[src/rtl/encoder16x4_arb.sv]
// 16-to-4 priority encoder with a pending-request register and a valid/ack handshake.
// Requests are latched so short pulses survive; one index is granted at a time.
module encoder16x4_arb #(
    parameter bit HIGH_FIRST = 1'b1
) (
    input  logic        clk,
    input  logic        rst,
    input  logic        en,
    input  logic [15:0] req,
    input  logic        ack,
    output logic [3:0]  code,
    output logic        valid,
    output logic [4:0]  npend
);

    typedef enum logic {
        S_IDLE  = 1'b0,
        S_GRANT = 1'b1
    } state_t;

    state_t      r_state;
    state_t      w_state_nxt;
    logic [15:0] r_pend;
    logic [15:0] w_pend_nxt;
    logic [15:0] w_new;
    logic [15:0] w_cand;
    logic [15:0] w_clr;
    logic [3:0]  r_code;
    logic [3:0]  w_code_nxt;
    logic        r_valid;
    logic        w_valid_nxt;
    logic [4:0]  r_npend;

    function automatic logic [3:0] prio_idx(input logic [15:0] v);
        logic [3:0] idx;
        idx = 4'd0;
        if (HIGH_FIRST) begin
            // Ascending scan: the last hit is the highest set bit.
            for (int i = 0; i < 16; i++)
                if (v[i]) idx = 4'(i);
        end else begin
            for (int i = 15; i >= 0; i--)
                if (v[i]) idx = 4'(i);
        end
        return idx;
    endfunction

    function automatic logic [4:0] popcount16(input logic [15:0] v);
        logic [4:0] cnt;
        cnt = 5'd0;
        for (int i = 0; i < 16; i++)
            cnt = cnt + {4'd0, v[i]};
        return cnt;
    endfunction

    assign w_new  = en ? req : 16'd0;
    assign w_cand = r_pend | w_new;

    always_comb begin
        w_state_nxt = r_state;
        w_code_nxt  = r_code;
        w_valid_nxt = r_valid;
        w_clr       = 16'd0;
        case (r_state)
            S_IDLE: begin
                if (w_cand != 16'd0) begin
                    w_code_nxt  = prio_idx(w_cand);
                    w_valid_nxt = 1'b1;
                    w_state_nxt = S_GRANT;
                end
            end
            S_GRANT: begin
                if (ack) begin
                    w_clr       = 16'd1 << r_code;
                    w_valid_nxt = 1'b0;
                    w_state_nxt = S_IDLE;
                end
            end
            default: w_state_nxt = S_IDLE;
        endcase
        // A new request on the bit being acknowledged survives the clear.
        w_pend_nxt = (r_pend & ~w_clr) | w_new;
    end

    always_ff @(posedge clk or posedge rst) begin
        if (rst) begin
            r_state <= S_IDLE;
            r_pend  <= 16'd0;
            r_code  <= 4'd0;
            r_valid <= 1'b0;
            r_npend <= 5'd0;
        end else begin
            r_state <= w_state_nxt;
            r_pend  <= w_pend_nxt;
            r_code  <= w_code_nxt;
            r_valid <= w_valid_nxt;
            r_npend <= popcount16(w_pend_nxt);
        end
    end

    assign code  = r_code;
    assign valid = r_valid;
    assign npend = r_npend;

endmodule

[config.mk]
export PLATFORM = sky130hd
export DESIGN_NAME = encoder16x4_arb
export DESIGN_NICKNAME = d
export VERILOG_FILES = /design/src/rtl/encoder16x4_arb.sv
export SDC_FILE = /design/constraint.sdc
export NUM_CORES = 1
export LEC_CHECK = 0
export CORE_ASPECT_RATIO = 0.8
export CORE_MARGIN = 4
export CORE_UTILIZATION = 30
export DETAILED_ROUTE_END_ITERATION = 7
export PLACE_DENSITY = 0.49
export SLEW_MARGIN = 25
export SYNTH_ARGS = -nofsm -noshare
export SYNTH_HDL_FRONTEND = slang
export SYNTH_SLANG_ARGS = --single-unit
[constraint.sdc]
create_clock -name clk -period 10.44 [get_ports clk]
set_clock_uncertainty 0.05 [all_clocks]
set_input_delay 1.566 -clock clk [delete_from_list [all_inputs] [get_ports clk]]
set_output_delay 1.566 -clock clk [all_outputs]
set_load 0.03 [all_outputs]
# After elaboration in Yosys (flattened, before gate mapping)
# Cells that the tools add are included.
dict set report word_totals {
  output_inout_bits 10
  inputBits 20
  elab_cells 55
  reg_bits 27
}
dict set report op_classes {
  mux 24
  n_reduce_logical 3
  shift 1
  add_sub_neg 15
  n_bitwise 5
  eq_ne 2
}
# operator n
set op_table {}
lappend op_table {{2-to-1 mux 4 bit} 14}
lappend op_table {{adder 5 x 1 -> 5 bit} 11}
lappend op_table {{2-to-1 mux 16 bit} 3}
lappend op_table {{OR 16 bit} 2}
lappend op_table {{AND 16 bit} 1}
lappend op_table {{inverter 16 bit} 1}
lappend op_table {{nonzero test 16 bit} 1}
lappend op_table {{<< shifter 1 x 4 -> 16 bit (first input constant)} 1}
lappend op_table {{adder 4 x 1 -> 5 bit} 1}
lappend op_table {{2-to-1 mux 1 bit} 5}
lappend op_table {{adder 3 x 1 -> 4 bit} 1}
lappend op_table {{!= test 2 bit (second input constant)} 2}
lappend op_table {{one-hot mux 1 bit (2 select lines)} 2}
lappend op_table {{AND reduction 2 bit} 2}
lappend op_table {{adder 2 x 1 -> 3 bit} 1}
lappend op_table {{adder 1 x 1 -> 2 bit} 1}
lappend op_table {{inverter 1 bit} 1}

# Longest topological paths before layout
# Gate-level depths: netlist (run 1).
dict set report depth {
  depth_word 21
  mapped_depth 18
  ltp_nobuf 17
}

# Worst setup path before layout (run 1)
# No wires, ideal clock.
dict set report synth_timing {
  path_kind {input to register}
  startpoint {input en}
  endpoint {register r_npend[4] (netlist: npend[4])}
  path_buffers 4
  stages 17
  path_slack_ps 5121
  required_time_ps 10326
  t_arrival_ps 5205
  setup_ps 64
  path_cell_list {buf_6 > buf_2 > buf_2 > buf_1 > nand2_1 > nand2_1 > fa_1 > inv_1 > fa_1 > fa_1 > inv_1 > fa_1 > ha_1 > inv_1 > fa_1 > nor2b_1 > o21a_1}
}
dict set report synth_via {
  elab_chain_cells 17
}
# element line
set synth_rtl {}
lappend synth_rtl {{start: declaration} 8} ;# input logic en,
lappend synth_rtl {{2-to-1 mux 16 bit} 56} ;# assign w_new = en ? req : 16'd0;
lappend synth_rtl {{OR 16 bit} 82} ;# w_pend_nxt = (r_pend & ~w_clr) | w_new;
lappend synth_rtl {{named net w_pend_nxt[0]} 24} ;# logic [15:0] w_pend_nxt;
lappend synth_rtl {{adder 1 x 1 -> 2 bit} 52} ;# cnt = cnt + {4'd0, v[i]};
lappend synth_rtl {{adder 2 x 1 -> 3 bit} 52}
lappend synth_rtl {{adder 3 x 1 -> 4 bit} 52}
lappend synth_rtl {{adder 4 x 1 -> 5 bit} 52}
lappend synth_rtl {{adder 5 x 1 -> 5 bit (11 in series)} 52}
lappend synth_rtl {{end signal: assignment} 97} ;# r_npend <= popcount16(w_pend_nxt);
lappend synth_rtl {{end: declaration} 32} ;# logic [4:0] r_npend;
# The timed path passes the listed nets, and every way through them passes these cells.
# A chain may end at the register's enable or synchronous reset.

# Final worst setup path (run 1)
dict set report layout_timing {
  startpoint {input ack}
  endpoint {register r_npend[4] (netlist: npend[4])}
}
dict set report layout_via {
  word_cells_on_any_way 20
  cone_classes {add/sub (15); mux (2); bitwise (3)}
}
# element line
set layout_rtl {}
lappend layout_rtl {{start: declaration} 10} ;# input logic ack,
lappend layout_rtl {{2-to-1 mux 16 bit} 73} ;# if (ack) begin
lappend layout_rtl {{2-to-1 mux 16 bit} 64} ;# case (r_state)
lappend layout_rtl {{inverter 16 bit} 82}
lappend layout_rtl {{AND 16 bit} 82}
lappend layout_rtl {{OR 16 bit} 82}
lappend layout_rtl {{named net w_pend_nxt[5]} 24}
lappend layout_rtl {{adder 5 x 1 -> 5 bit (11 in series)} 52}
# The timed path passes the listed nets, and every way through them passes these cells.

==> results of run 1 <==
-- path summary, 6_finish.rpt --
check | slack [ns] | startpoint | cells after the start | end
min | 0.48 | valid | 2 | valid
max in group asynchronous | 8.35 | rst | 2 | r_pend[11]
max | 4.89 | ack | 17 | npend[4]
min reg2reg | 0.48 | valid | 2 | valid
min in group asynchronous | 1.61 | rst | 2 | r_pend[2]
max reg2reg | 6.24 | code[2] | 14 | npend[4]
-- state kept, by name, indices dropped and copies added, names as in the netlist --
signal,count
r_state,1
r_pend,16
valid,1
code,4
npend,5
-- through the flow --
stage | power, mW | instance area [um^2] | setup slack (ns) | instances
2_1_floorplan | 0.242 | 1720 | 5.12 | 194
6_report | 0.352 | 2140 | 4.89 | 302
5_1_grt | 0.381 | 2140 | 4.65 | 302
4_1_cts | 0.359 | 2140 | 4.86 | 302
3_3_place_gp | 0.297 | 2090 | 4.59 | 298
3_5_place_dp | 0.296 | 2090 | 4.60 | 298
-- cells in the final DEF, fill, tap and decap left out, types with 4 or more instances in the layout --
master           Yosys  routed
fa_1                10      10
dfrtp_1             27      27
o21ai_1              4       4
ha_1                 5       5
inv_1               19      18
nor2_1              14      14
and2_1               4       4
nand2_1             41      41
a21oi_1              9       9
nand4_1              4       4
o21ai_0             25      25
clkdlybuf4s50_1      0      29
-- final cells by class --
cell class / count / area (um^2) / area share, %
well taps: 78 / 97.6 / 4.56
flip-flops and latches: 27 / 676 / 31.6
clock inverters: 1 / 5.00 / 0.234
multi-input cells: 144 / 952 / 44.5
inverters: 19 / 71.3 / 3.33
clock buffers: 3 / 41.3 / 1.93
repair buffers: 30 / 298 / 13.9
-- report_power, final --
part / total, mW / internal, mW / switching (mW) / leakage [nW]
combinational: 0.160 / 0.0731 / 0.0866 / 0.527
clock: 0.0606 / 0.0268 / 0.0338 / 0.0255
sequential: 0.132 / 0.123 / 0.00879 / 0.270
-- tightest hold or removal path, cell delays in order (launching register included) --
cell and delay, ns:
dfrtp_1 0.39, inv_1 0.05, a21boi_0 0.06
-- per-layer routing --
| layer | part of all wire [%] | routed length [um] |
|---|---|---|
| met5 | 0 | 0 |
| met4 | 0.36 | 15 |
| met3 | 5.3 | 218 |
| met2 | 44 | 1820 |
| met1 | 50 | 2090 |
-- kinds of logic (layout without fill, tap and decap cells) --
kind of cell    count (synthesis)  after routing  synth area share, %
simple gates                   72             72                 18.9
compound gates                 55             55                 20.0
xor+xnor                        2              2                 1.02
flops                          27             27                 39.2
buf+inv                        23             53                 5.59
fa+ha+maj                      15             15                 15.2
==> qor.yml, run 1 <==
synth:
  yosysTopAreaCell: "dfrtp_1"
  synth.most_common_cell: "nand2_1"
  yosysWarnings: 0
  ys_types: 33
  synth.avg_cell_area_um2: 8.89
  synth_top_area_share_pct: 39.2
  netlist_top_cells_count: "nand2_1, dfrtp_1, o21ai_0"
  syn_area_mm2: 0.00172
  ys.flop_type: "dfrtp_1"
  syn_nets: 229
  async_reset_ff_share_pct: 100
  ys_seq_area_share_pct: 39.2
  synth_area_leaders: "dfrtp_1, fa_1, nand2_1"
  synth_seq_cells: 27
  synth_edf_count: 0
  syn_inst: 194
timing:
  finalHoldViolations: 0
  fin_crit_sh_pct: 53.1
  report.final.slew_viol_count: 0
  fmax_mhz: 180
  slew_headroom_pct: 61.5
  worst_slew_pin_slew_ns: 0.576
  rsz0062_at_grt: "false"
  finalSetupViolations: 0
  fin_crit_ns: 5.55
  hold_ws_ns: 0.478
  fin_setup_tns_ns: 0
clock_network:
  clkTransAtPathRegs_ns: 0.10
  htree_levels: 1
  clk_path_buf_depth: 2
  clock_sinks: 27
  clock-root-buffer: "clkbuf_8"
  postCtsSetupBuffers: 0
  cts-hold-fix-buffers: 0
  cts-resized-gates: 0
  cts_buffers: 3
  worstSkewPairLatency_ns: 0.28
  cts_tree: "done"
placed_design:
  place.detailed.hpwl_um: 3400
  gp_congestion: 0.805
  portBuffers: 29
die:
  initial_core_util_pct: 31.4
  dieHeight_um: 75.8
  boundaryPins: 30
  dieArea_mm2: 0.00703
  rows: 24
  core_area_mm2: 0.00550
  die_w_um: 92.8
routing:
  firstDrtPassIters: 4
  ant_nets: 0
  via_per_inst: 4.71
  num_vias: 1423
  detail_route.wl_per_cell_um: 13.7
  routed_wl_um: 4140
  drt_iter0_drc: 120
  drc_errors: 0
job:
  maxCapViolCount: 0
setup_path:
  cp_max_fo: 4
  cpMaxStageDelayCell: "fa_1"
  worst_path_most_repeated_cell: "fa_1"
  setup.worst_path.end_class: "flop"
  path_class: "input port to flop"
  worstSetupStartpointType: "input port"
  cpPeakStageDelay_ns: 0.55
  required_ns: 10.61
  critical_path.top_delay_family: "adder cells"
  worstPathArrival_ns: 5.72
  path_cells: "clkdlybuf4s50_1 -> nand2_1 -> nor2_1 -> nand2_1 -> o21ai_0 -> nand2_1 -> fa_1 -> inv_1 -> fa_1 -> fa_1 -> inv_1 -> fa_1 -> ha_1 -> inv_1 -> fa_1 -> nor2b_1 -> o21a_1"
  critPathBufInv: 4
finish:
  antennaDiodeCount: 0
  final_nets: 260
  drive_gt1_share_pct: 4.46
  final_core_util_pct: 39.0
  syn_to_final_growth_pct: 24.2
  fill_cells: 562
global_routing:
  grt_max_degree: 39
  grt_pass1_vias: 1328
  grt-ovfl-total: 0
  grt_use_met2_pct: 19.5
  met3_usage_pct: 3.26
  grt_use_met1_pct: 18.4
  top_usage_layer: "met2"
  grt.total_usage_pct: 12.7
  grt_pass1_wl_um: 6750
  antenna_found_initial: 0
min_path:
  hold_class: "flop to flop"
power:
  ir_drop_v: 0.000137
  total_leakage_power_nw: 0.823
  power.density_mw_per_mm2: 164
run_status:
  outcome: "complete, no violations"
(Power assumes the default switching activity.)
==> run 2, diff against run 1 <==
PLACE_DENSITY = 0.51   (was 0.49)
clock period = 4.9 ns   (was 10.44 ns; I/O delays follow)
==> run 2 against run 1 <==
Power grew 120%; via count grew 2.0%; wire length grew 2.3%; utilization grew 0.66 points; global-route usage grew 0.50 points; final cell count grew 0.99%; combinational power grew 120%; die area is the same; critical endpoint unchanged; largest power group unchanged.
==> qor.yml, run 2 (synthesized netlist as in run 1, its figures left out) <==
placed_design:
  dp.cells: 301
  place.detailed.hpwl_um: 3460
  portBuffers: 29
  gp_congestion: 0.799
clock_network:
  clock_sinks: 27
  clk_path_buf_depth: 2
  htree_levels: 1
  cts_tree: "done"
  clkTransAtPathRegs_ns: 0.09
  clock-root-buffer: "clkbuf_8"
  cts_buffers: 3
  worstSkewPairLatency_ns: 0.27
  postCtsSetupBuffers: 0
min_path:
  hold_class: "flop to flop"
  holdCritStartpoint: "valid"
global_routing:
  antenna_found_initial: 0
  grt_use_met1_pct: 18.1
  grt_pass1_wl_um: 7090
  grt_max_degree: 39
  met3_usage_pct: 2.96
  grt-ovfl-total: 0
  grt.total_usage_pct: 13.1
  grt_use_met2_pct: 21.0
  grt_pass1_vias: 1490
  top_usage_layer: "met2"
die:
  dieHeight_um: 75.8
  boundaryPins: 30
  initial_core_util_pct: 31.4
  core_area_mm2: 0.00550
  die_w_um: 92.8
  dieArea_mm2: 0.00703
  rows: 24
finish:
  largest_reg_flops: 16
  antennaDiodeCount: 0
  final_cells: 305
  syn_to_final_growth_pct: 26.3
  drive_gt1_share_pct: 5.73
  largest_register: "r_pend"
  layout_common_cells: "nand2_1, clkdlybuf4s50_1, dfrtp_1"
  final_common_cell: "nand2_1"
  fill_cells: 588
  final_nets: 263
setup_path:
  crit_start: "ack"
  r2r_start: "code[2]"
  path_class: "input port to flop"
  required_ns: 5.07
  cp_max_fo: 4
  worstPathArrival_ns: 4.82
  setup.worst_path.end_class: "flop"
  worstSetupStartpointType: "input port"
timing:
  slew_headroom_pct: 60.4
  finalSetupViolations: 0
  fmax_mhz: 215
  rsz0062_at_grt: "false"
  fin_crit_ns: 4.65
  finalHoldViolations: 0
  worst_slew_pin_slew_ns: 0.594
  fin_crit_sh_pct: 94.9
  report.final.slew_viol_count: 0
routing:
  firstDrtPassIters: 4
  num_vias: 1451
  drt_iter0_drc: 68
  detail_route.wl_per_cell_um: 13.9
  via_per_inst: 4.76
  ant_nets: 0
  routed_wl_um: 4230
  drc_errors: 0
run_status:
  outcome: "complete, no violations"
power:
  power.density_mw_per_mm2: 350
  total_leakage_power_nw: 0.839
  ir_drop_v: 0.000191
  total_power_mw: 0.762
job:
  maxCapViolCount: 0
-- run 2: cell count changes in the layout (fill, tap and decap cells not counted) --
| cell | before | now |
|---|---|---|
| o21ai_0 | 25 | 24 |
| nor2_2 | 0 | 1 |
| o21ai_1 | 4 | 5 |
| nor2_1 | 14 | 13 |
| clkbuf_1 | 0 | 1 |
| buf_12 | 0 | 1 |
| buf_4 | 1 | 3 |
| clkinv_2 | 1 | 0 |
-- run 2: per-stage QoR --
stage	worst slack, ns	hold WS, ns	TNS [ns]	utilization, %	area [um^2]
5_1_grt	0.0267	0.529	0	39.6	2180
4_1_cts	0.172	0.506	0	39.6	2170
6_report	0.248	0.498	0	39.6	2180
3_5_place_dp	-0.0865	0.493	-0.173	38.8	2130
3_3_place_gp	-0.0253	0.470	-0.0253	38.8	2130
2_1_floorplan	0.412	0.449	0	-	1720
-- run 2: area by class of cell --
| type | instances | area (um^2) | share of cell area [%] |
|---|---|---|---|
| tap | 78 | 97.6 | 4.48 |
| multi-input combinational | 144 | 955 | 43.9 |
| sequential | 27 | 676 | 31.0 |
| inverter | 19 | 71.3 | 3.28 |
| timing repair buffer | 33 | 333 | 15.3 |
| clock buffer | 4 | 45.0 | 2.07 |
-- run 2: critical path, cell delays in order --
cell	delay [ns]
clkdlybuf4s50_1	0.48
nand2_1	0.08
nor2_2	0.12
nand2_1	0.10
o21ai_0	0.16
nand2_1	0.11
fa_1	0.57
inv_1	0.06
fa_1	0.48
fa_1	0.51
inv_1	0.05
fa_1	0.48
ha_1	0.18
inv_1	0.06
fa_1	0.40
nor2b_1	0.13
o21a_1	0.11
-- run 2: timing repair --
item / CTS / global route
gates resized for setup: 0 / 2
setup endpoints to repair: 0 / 1
endpoints found under the hold margin: 0 / 0
hold buffers: 0 / 0
-- run 2: routing by layer --
metal | vias to the layer above | wire length (um) | share of wire (%)
met2 | 23 | 1900 | 45
met4 | 0 | 47 | 1.1
met3 | 5 | 162 | 3.8
met5 | - | 0 | 0
li1 | 722 | - | -
met1 | 701 | 2120 | 50
-- run 2: worst paths after layout --
| check | end | slack [ns] | depth (start not counted) |
|---|---|---|---|
| min in group asynchronous | r_pend[2] | 0.79 | 2 |
| setup / recovery | npend[4] | 0.25 | 17 |
| setup reg to reg | npend[4] | 0.67 | 14 |
| hold reg to reg | valid | 0.50 | 2 |
| max in group asynchronous | r_pend[7] | 3.62 | 2 |
| hold / removal | valid | 0.50 | 2 |
-- run 2: power breakdown --
group | internal (mW) | leakage (nW) | total [mW] | switching [mW]
registers | 0.262 | 0.270 | 0.282 | 0.0199
logic | 0.164 | 0.545 | 0.353 | 0.188
clock network | 0.0583 | 0.0228 | 0.127 | 0.0687
total | 0.485 | 0.839 | 0.762 | 0.277
